<file path="src/rtl/prog_delay_fsm.sv">
// prog_delay_fsm
//   Programmable delay timer. A start request in IDLE latches the delay value
//   into the target register and enters WAIT. The cycle counter then runs from
//   0 up to the target. One cycle later the FSM reaches DONE, and the event
//   counter is bumped. From DONE it returns to IDLE (one-shot mode) or
//   re-enters WAIT with a freshly latched delay (auto_restart mode). An abort
//   in WAIT or DONE returns to IDLE and produces a one-cycle aborted pulse.
//
// Ports
//   clk           in   rising-edge clock
//   rst           in   asynchronous active-high reset
//   start         in   begin a timed wait (sampled in IDLE only)
//   abort         in   cancel the wait (sampled in WAIT and DONE)
//   auto_restart  in   1 = periodic operation, 0 = one-shot
//   delay         in   wait target, latched on every entry into WAIT
//   busy          out  high while in WAIT
//   done          out  high for the single DONE cycle
//   aborted       out  one-cycle pulse after an accepted abort
//   count         out  cycle counter (0 outside WAIT)
//   evt_cnt       out  DONE entries since reset, wrapping
//
// state | meaning
// IDLE  | waiting for start
// WAIT  | counting cycles up to the latched target
// DONE  | one-cycle completion, then restart or return to IDLE
module prog_delay_fsm #(
  parameter int CNT_W = 8,
  parameter int EVT_W = 4
) (
  input  logic             clk,
  input  logic             rst,
  input  logic             start,
  input  logic             abort,
  input  logic             auto_restart,
  input  logic [CNT_W-1:0] delay,
  output logic             busy,
  output logic             done,
  output logic             aborted,
  output logic [CNT_W-1:0] count,
  output logic [EVT_W-1:0] evt_cnt
);

  typedef enum logic [1:0] {
    IDLE = 2'b00,
    WAIT = 2'b01,
    DONE = 2'b10
  } state_e;

  state_e           state_q,   state_d;
  logic [CNT_W-1:0] target_q,  target_d;
  logic [CNT_W-1:0] count_q,   count_d;
  logic [EVT_W-1:0] evt_cnt_q, evt_cnt_d;
  logic             aborted_q, aborted_d;

  always_comb begin
    state_d   = state_q;
    target_d  = target_q;
    count_d   = count_q;
    evt_cnt_d = evt_cnt_q;
    aborted_d = 1'b0;
    case (state_q)
      IDLE: begin
        count_d = '0;
        // abort has priority over a simultaneous start
        if (start && !abort) begin
          state_d  = WAIT;
          target_d = delay;
        end
      end
      WAIT: begin
        if (abort) begin
          state_d   = IDLE;
          count_d   = '0;
          aborted_d = 1'b1;
        end else if (count_q == target_q) begin
          // stopping on equality keeps the counter from ever wrapping,
          // even with the maximum target
          state_d   = DONE;
          count_d   = '0;
          evt_cnt_d = evt_cnt_q + EVT_W'(1);
        end else begin
          count_d = count_q + CNT_W'(1);
        end
      end
      DONE: begin
        count_d = '0;
        if (abort) begin
          state_d   = IDLE;
          aborted_d = 1'b1;
        end else if (auto_restart) begin
          state_d  = WAIT;
          target_d = delay;
        end else begin
          state_d = IDLE;
        end
      end
      default: begin
        // unused encoding 2'b11 recovers to IDLE
        state_d = IDLE;
        count_d = '0;
      end
    endcase
  end

  always_ff @(posedge clk or posedge rst) begin
    if (rst) begin
      state_q   <= IDLE;
      target_q  <= '0;
      count_q   <= '0;
      evt_cnt_q <= '0;
      aborted_q <= 1'b0;
    end else begin
      state_q   <= state_d;
      target_q  <= target_d;
      count_q   <= count_d;
      evt_cnt_q <= evt_cnt_d;
      aborted_q <= aborted_d;
    end
  end

  assign busy    = (state_q == WAIT);
  assign done    = (state_q == DONE);
  assign aborted = aborted_q;
  assign count   = count_q;
  assign evt_cnt = evt_cnt_q;

endmodule

</file>
<file path="config.mk">
export PLATFORM = sky130hd
export DESIGN_NAME = prog_delay_fsm
export DESIGN_NICKNAME = d
export VERILOG_FILES = /design/src/rtl/prog_delay_fsm.sv
export SDC_FILE = /design/constraint.sdc
export NUM_CORES = 1
export LEC_CHECK = 0
export CAP_MARGIN = 20
export CORE_MARGIN = 5
export CORE_UTILIZATION = 52
export DETAILED_ROUTE_END_ITERATION = 8
export PLACE_DENSITY = 0.83
export SETUP_SLACK_MARGIN = 0.15
export SYNTH_ARGS = -nofsm -noshare
export SYNTH_HDL_FRONTEND = slang
export SYNTH_SLANG_ARGS = --single-unit
export TNS_END_PERCENT = 50
</file>
<file path="constraint.sdc">
create_clock -name clk -period 3.5 [get_ports clk]
set_clock_uncertainty 0.15 [all_clocks]
set_input_delay 1.05 -clock clk [delete_from_list [all_inputs] [get_ports clk]]
set_output_delay 1.05 -clock clk [all_outputs]
set_load 0.01 [all_outputs]
</file>
[Word-level counts from Yosys, hierarchy flattened]
Index checks and enable logic that the tools add are counted.
Operators by class
  add/sub/neg operators: 2
  multiply operators: 0
  divide/modulo/power cells: 0
  order comparisons: 0
  equality and inequality tests: 7
  shifts and indexed selects: 0
  multiplexer cells: 15
  bitwise gates (word level): 1
  reduce and logical (&&, ||, !) cells: 8
Operators by type and width (count)
  8-bit 2-to-1 mux: 6
  8-bit one-hot mux with 2 select lines: 1
  8-bit by 1-bit adder with 8-bit output, second input constant: 1
  8-bit equality test: 1
  2-bit 2-to-1 mux: 3
  2-bit != test, second input constant: 3
  2-bit one-hot mux with 3 select lines: 1
  4-bit by 1-bit adder with 4-bit output, second input constant: 1
  1-bit 2-to-1 mux: 4
  4-bit AND reduction: 1
  3-bit by 2-bit != test with 1-bit output, second input constant: 1
  3-bit AND reduction: 1
  2-bit by 1-bit equality test with 1-bit output, second input constant: 1
  2-bit equality test, second input constant: 1
  2-bit logical NOT: 1
  2-bit AND reduction: 1
  2-bit nonzero test: 1
  2-bit OR reduction: 1
  1-bit logical AND: 1
  1-bit logical NOT: 1
  1-bit NOT: 1
Word-level totals
  flip-flop bits (word level): 23
  bits in latches: 0
  RAM bits: 0
  memory bits (read-only): 0
  bits of input ports: 13
  output and inout bits: 15
  logic and storage cells: 38
  memories: 0

[Logic depth before layout (Yosys ltp)]
  depth after elaboration: 4
  mapped depth: 6
  gate-level depth less buffers: 6

[Worst setup path before layout]
OpenSTA, ideal clock, no wires.
  path type: input to register
  from: input abort
  to: register evt_cnt_q[1] (netlist: evt_cnt[1])
  library setup time: 0.128 ns
  data arrival time: 1.902 ns
  data required time: 3.222 ns
  setup slack: 1.320 ns
  cell stages on the path: 3
  path through: nor2b_1 nor3b_2 mux2_1
On the way
  word-level cells in the longest chain between the ends: 2
RTL lines
  start: declaration: RTL line 33  | input logic abort,
  1-bit NOT (no line)
  3-bit AND reduction (no line)
  end signal: assignment: RTL line 116  | evt_cnt_q <= evt_cnt_d;
  end: declaration: RTL line 52  | logic [EVT_W-1:0] evt_cnt_q, evt_cnt_d;
Every way passes these cells.
A chain may end at the register's enable or synchronous reset.

[Worst setup path after layout]
  from: register state_q[0]
  to: output done
On the way
  word-level cells in the longest chain between the ends: 1
RTL lines
  start: declaration: RTL line 49  | state_e state_q, state_d;
  start signal: assignment: RTL line 113  | state_q <= state_d;
  2-bit equality test: RTL line 122  | assign done = (state_q == DONE);
  end: declaration: RTL line 37  | output logic done,
Every way passes these cells.

==> flow_summary.ini <==
[clock_tree]
postCtsResizedCells = 0
ctsHoldBuffers = 0
cts_tree = done
cts_setup_buffers = 0
cts_root_buf = clkbuf_4
cts_buffers = 3
h-tree-depth = 1
clockBufferDepth = 2
clk_latency_ns = 0.32
path_clk_slew_ns = 0.12
clock-sinks = 23

[logic_synthesis]
async_flop_share_pct = 100
synth-main-ff-cell = dfrtp_1
synth.avg_cell_area_um2 = 11.7
synth.top_cell.area_share_pct = 49.6
synthCells = 99
ys_seq_elements = 23
synth_edf_count = 0
mappedNetlistArea_mm2 = 0.00116
seq_area_frac_synth_pct = 49.6
ys_types = 26
yosys_warnings = 0
yosysTopAreaCell = dfrtp_1
synthesis.nets = 118
ys_top_cells_by_area = dfrtp_1 50%, mux2_2 7.8%, xnor2_1 6.8%, ha_1 6.5%, xor2_1 6.0%

[global_routing]
grt_use_total_pct = 16.4
grt_pass1_vias = 911
grt_max_degree = 24
gr-total-overflow = 0
antenna_found_initial = 0
grt_pass1_wl_um = 4120

[drt]
wl_met3_um = 96
route.detailed.drc = 0
wl_met1_um = 1030
drt_iter0_markers = 2
routed_via_density = 5.30
wl_um = 2280
top_layer = met4
drt-wirelength-per-cell_um = 14.4
first_pass_iters = 4
met2WireLength_um = 1090
final_antenna_net_count = 0
num_vias = 838

[worst_hold_path]
hold_class = flip-flop to flip-flop
min_path_cells = 1
hold_path_end = evt_cnt[3]
hold_start = evt_cnt[3]

[setup_path]
worstSetupEndpointType = output pin
cp.required_ns = 2.30
critPathKind = flip-flop to output pin
arrival_ns = 1.65
r2r_end = target_q[3]
critical_path_peak_fanout = 5
r2r_start = state_q[0]
reg2reg_slack_ns = 1.35
rr_worst_depth = 5
start_kind = flip-flop

[die]
core-area_mm2 = 0.00217
std_cell_rows = 17
initial_core_util_pct = 53.5
io_pins = 28
die_w_um = 57.2
die_area_mm2 = 0.00328
chipHeight_um = 57.2

[finish]
mostFrequentLayoutCells = 27 x clkdlybuf4s50_1, 23 x dfrtp_1, 9 x xnor2_1
area_growth_pct = 28.7
drive_gt1_share_pct = 12.3
fin_cells = 158
final_nets = 150
mostFrequentLayoutCell = clkdlybuf4s50_1
diodes = 0

[sta]
slew_violations = 0
min_period_over_period_pct = 81.3
finalHoldViolCount = 0
setup_viol = 0
rsz0062_at_grt = false
worstMarginPinSlew_ns = 0.869
fin_crit_ns = 2.85
max_freq_mhz = 351
max_slew_margin_pct = 42.0
fin_tns_setup_ns = 0

[power]
p_per_area_mw_per_mm2 = 529
peakVddDrop_v = 0.000331
total_leakage_power_nw = 0.638

[status]
outcome = finished clean

[placed_design]
post-dp-hpwl_um = 1750
place.gp.congestion = 0.834
post-place-cells = 154
portBuffers = 27

[run]
cap_viol_max_count = 0
==> metal layers <==
layer | global-route usage [%] | up-vias
li1 | - | 405
met1 | 19.5 | 404
met2 | 27.2 | 22
met3 | 3.85 | 7
met4 | 8.94 | 0
met5 | 0 | -
==> area by class of cell <==
type | instances | area [um^2]
fill | 180 | 677
sequential | 23 | 576
multi-input combinational | 73 | 573
timing repair buffer | 27 | 270
tap | 28 | 35.0
clock buffer | 3 | 22.5
inverter | 3 | 11.3
clock inverter | 1 | 5.00
==> stage by stage <==
step                      utilization, %  area (um^2)  power (mW)  hold slack, ns  setup slack, ns
after floorplan                        -         1160       0.579           0.352             1.32
after global placement              67.5         1470       0.660           0.306            0.700
after detailed placement            67.5         1470       0.676           0.321            0.596
after CTS                           68.8         1490       0.802           0.342            0.648
after global routing                68.8         1490       0.850           0.364            0.580
final                               68.8         1490       0.790           0.337            0.654
==> cell families (layout without fill, tap and decap cells) <==
| logic type | count (synthesis) | count (layout) | synth area share [%] |
|---|---|---|---|
| AOI/OAI and AO/OA | 8 | 8 | 5.72 |
| xor gates and xnor gates | 17 | 17 | 12.8 |
| adders and majority gates | 6 | 6 | 6.47 |
| buffers and inverters | 3 | 34 | 0.971 |
| DFF | 23 | 23 | 49.6 |
| muxes | 9 | 9 | 8.74 |
| and+or+nand+nor | 33 | 33 | 15.6 |
==> power by group <==
part	total, mW	internal, mW	switching (mW)
registers	0.385	0.329	0.0558
clock network	0.124	0.0427	0.0811
logic	0.281	0.157	0.124
==> worst max path at each step <==
stage / slack [ns] / to / from / cells after the start
final: 0.65 / done / state_q[0] / 3
after global routing: 0.58 / done / state_q[0] / 3
after CTS: 0.65 / done / state_q[0] / 3
after detailed placement: 0.60 / evt_cnt[1] / abort / 4
after global placement: 0.70 / evt_cnt[1] / abort / 4
after floorplan: 1.32 / evt_cnt[1] / abort / 3
==> cell usage after synthesis, types with 2 or more instances <==
cell type and number:
nor2_1 8, xnor2_1 9, o211ai_1 2, ha_1 6, nand2_1 4, nand3_1 6, dfrtp_1 23, xor2_1 8
nor3_1 2, and2_1 2, inv_1 3, nand4_1 2, nor2b_1 2, and3_1 2, mux2_2 8, nand2b_1 2
==> sequential cells by signal, summed over array words and instances, names as in the netlist <==
register and count:
evt_cnt 4, state_q 2, target_q 8, aborted 1, count 8
==> worst max-delay path, stage by stage (launching register included) <==
cell and delay (ns):
dfrtp_1 0.47, inv_1 0.12, ha_1 0.19, clkdlybuf4s50_1 0.55
Power figures use the tool's default switching activity.
==> variant 1, RTL diff (same settings) <==
Encoding of `state_e`: now one-hot (3 bits for 3 states).
--- a/src/rtl/prog_delay_fsm.sv
+++ b/src/rtl/prog_delay_fsm.sv
@@ -40,10 +40,10 @@
   output logic [EVT_W-1:0] evt_cnt
 );
 
-  typedef enum logic [1:0] {
-    IDLE = 2'b00,
-    WAIT = 2'b01,
-    DONE = 2'b10
+  typedef enum logic [2:0] {
+    IDLE = 3'b001,
+    WAIT = 3'b010,
+    DONE = 3'b100
   } state_e;
 
   state_e           state_q,   state_d;
Function: no difference found for any inputs over 10 cycles, from zero or initial values and one cycle with rst high; not proved beyond that.
==> variant 1 against the unedited design <==
Core utilization up 3.9 points. Setup slack worse by 65 ps. Design area is 2.5% lower. Routed wire length decreased by 6.7%. Sequential cell count up 1. Critical path depth decreased by 1. Synthesized area decreased by 3.5%. Count of clock-buffer cells in the layout rose by 1.
Power is not compared: it rests on default switching activity, and its combinational part moved more than twofold at a synthesized area within 25%.
==> variant 1: results <==
{
  "viasPerCell": 5.00,
  "reg2reg_slack_ps": 1620,
  "fin_nets": 139,
  "clk_pin_slew_ps": 130,
  "grt_util_all_layers": 0.150,
  "vias": 750,
  "gp_congestion": 0.752,
  "yosys-top-cells-count": "dfrtp_1 (23), xor2_1 (12), nor2_1 (11)",
  "placed_area_sq_um": 1420,
  "h-tree-depth": 1,
  "antennaDiodeCount": 0,
  "crit_arrival_ps": 1710,
  "grt_pass1_wl_mm": 3.70,
  "syn-num-nets": 108,
  "async_flop_share": 1.00,
  "status": "finished, final reports clean",
  "syn_area_per_cell_sq_um": 12.0,
  "cts_root_buffer": "clkbuf_4",
  "layout-drive-gt1-share": 0.154,
  "cts.path.max_buffers": 2,
  "grt_pass1_vias": 844,
  "post_drt_wl_per_cell_um": 14.2,
  "grt_antenna_before_repair": 0,
  "ir_drop_mv": 0.272,
  "synthTopCellsByArea": "dfrtp_1 (51%), xor2_1 (9.4%), mux2_2 (8.0%), xnor2_1 (3.9%), nor2_1 (3.7%)",
  "max_slew.worst_pin.slew_ps": 895,
  "hold_buffers": 0,
  "port_buffers": 27,
  "grt_max_degree": 25,
  "p_leak_nw": 0.657,
  "seq_area_frac_synth": 0.537,
  "cp_max_fo": 7,
  "hpwlAfterDp_mm": 1.65,
  "dp_cells": 146,
  "drtIter0Drc": 8,
  "synthFlopType": "dfrtp_1"
}
[variant 1: changes by cell type after synthesis, sizes merged, moves of 2 or more]
cell	unedited run	this run
ha	6	2
nand3	6	2
nor2	8	11
nor2b	2	0
nor4	0	2
o211ai	2	0
xnor2	9	5
xor2	8	12
[variant 1: through the flow]
stage                     utilization  total power, mW  hold WS [ps]  setup WS, ps
after global placement          0.709            0.402           309           898
after global routing            0.727            0.573           352           527
after CTS                       0.727            0.553           339           594
after detailed placement        0.709            0.409           321           803
final                           0.727            0.544           337           590
after floorplan                     -            0.377           350          1460
[variant 1: cell families after synthesis]
family,Yosys count,synth area share
AOI/OAI and AO/OA,5,0.0335
xor gates and xnor gates,17,0.133
adders and majority gates,2,0.0223
buffers and inverters,4,0.0145
DFF,24,0.537
muxes,9,0.0939
and+or+nand+nor,32,0.165
[variant 1: path summary, 6_finish.rpt]
kind / cells past startpoint / end / from
worst max-delay path: 2 / done / state_q[2]$_DFFE_PP0P_
worst max register to register: 4 / evt_cnt[1]$_DFFE_PP0P_ / count[6]$_DFF_PP0_
worst min register to register: 1 / evt_cnt[3]$_DFFE_PP0P_ / evt_cnt[3]$_DFFE_PP0P_
max in group asynchronous: 2 / target_q[3]$_DFFE_PP0P_ / rst
min in group asynchronous: 2 / target_q[2]$_DFFE_PP0P_ / rst
worst min-delay path: 1 / evt_cnt[3]$_DFFE_PP0P_ / evt_cnt[3]$_DFFE_PP0P_
[variant 1: critical path, stage by stage (launching register included)]
cell	delay [ps]
dfrtp_1	480
nor3b_1	330
clkdlybuf4s50_1	600
[variant 1: metal layers]
layer	up-vias	track usage	routed length [um]
li1	378	-	-
met1	351	0.177	966
met2	19	0.260	1040
met3	2	0.0367	108
met4	0	0.0610	18
met5	-	0	0
[variant 1: layout make-up]
cell class                 count  area (sq um)
sequential                    24           602
fill                         151           547
multi-input combinational     65           502
timing repair buffer          27           270
clock buffer                   4          36.3
tap                           27          33.8
inverter                       3          11.3
[variant 1: power by group through the flow]
stage	clock (mW)	combinational, mW	sequential, mW
floorplan	0	0.0557	0.321
global placement	0	0.0775	0.324
detailed placement	0	0.0822	0.327
CTS	0.149	0.0825	0.321
global route	0.159	0.0893	0.325
finish	0.142	0.0807	0.321
==> variant 2, RTL diff (same flow settings) <==
Made on the original files. `EVT_W`: 4 -> 3.
--- a/src/rtl/prog_delay_fsm.sv
+++ b/src/rtl/prog_delay_fsm.sv
@@ -25,7 +25,7 @@
 // DONE  | one-cycle completion, then restart or return to IDLE
 module prog_delay_fsm #(
   parameter int CNT_W = 8,
-  parameter int EVT_W = 4
+  parameter int EVT_W = 3
 ) (
   input  logic             clk,
   input  logic             rst,
Ports: changed (resized evt_cnt); port bits go from 28 to 27. The function was not compared with the original's and may differ.
==> variant 2 against the unedited design <==
Synthesized area shrank 2.9%. Critical path depth is the same. Hold slack lost 9.4 ps. Routed wire length shrank 0.57%. Sequential power shrank 2%. Largest power group unchanged. Sequential cell count shrank 1. Setup slack gained 5.6 ps. Synthesized cell count shrank 2.0%. Design area shrank 1.3%. Total power grew 9.0%.
==> variant 2: results <==
{
  "status": "finished, final reports clean",
  "endpoint": "busy",
  "syn-num-nets": 116,
  "synthTopCellsByArea": "dfrtp_1 (49%), mux2_2 (8.0%), xnor2_1 (7.8%), ha_1 (6.7%), xor2_1 (4.7%)",
  "max_freq_ghz": 0.352,
  "reg2reg_slack_ps": 1530,
  "fin_nets": 147,
  "drtIter0Drc": 9,
  "met3_usage": 0.0229,
  "synth_compound_area_frac": 0.0578,
  "seq_area_frac_synth": 0.489,
  "dr_wl_met3_um": 109,
  "post_drt_wl_per_cell_um": 14.7,
  "ir_drop_mv": 0.363,
  "area_growth_pct": 30.8,
  "grt_max_degree": 23,
  "yosys.area_share.adder": 0.0667,
  "cts_resized": 0,
  "rr_endpoint": "target_q[7]$_DFFE_PP0P_",
  "startpoint": "state_q[1]$_DFFE_PP0P_",
  "port_buffers": 26,
  "hpwlAfterDp_mm": 1.73,
  "max_slew.worst_pin.slew_ps": 815,
  "grt_pass1_wl_mm": 3.79,
  "routed-wl-met2_mm": 1.07,
  "cp_max_fo": 4,
  "clock_power_share": 0.228,
  "grt_util_all_layers": 0.155,
  "p_leak_nw": 0.650,
  "grt_pass1_vias": 813,
  "syn_area_per_cell_sq_um": 11.6,
  "synth_mux_area_frac": 0.0900,
  "highest_layer": "met4",
  "yosys-top-cells-count": "dfrtp_1 (22), xnor2_1 (10), nor2_1 (9)"
}
variant 2: area by class of cell:
class | instances | area share
inverter | 4 | 0.0102
tap | 27 | 0.0229
sequential | 22 | 0.374
clock inverter | 1 | 0.0204
timing repair buffer | 26 | 0.177
clock buffer | 3 | 0.0153
multi-input combinational | 71 | 0.381
variant 2: worst min path at each step:
stage,slack (ps),startpoint,endpoint
CTS,330,evt_cnt[2]$_DFFE_PP0P_,evt_cnt[2]$_DFFE_PP0P_
detailed placement,310,evt_cnt[2]$_DFFE_PP0P_,evt_cnt[2]$_DFFE_PP0P_
finish,330,evt_cnt[2]$_DFFE_PP0P_,evt_cnt[2]$_DFFE_PP0P_
floorplan,350,target_q[4]$_DFFE_PP0P_,target_q[4]$_DFFE_PP0P_
global route,340,evt_cnt[2]$_DFFE_PP0P_,evt_cnt[2]$_DFFE_PP0P_
global placement,310,evt_cnt[2]$_DFFE_PP0P_,evt_cnt[2]$_DFFE_PP0P_
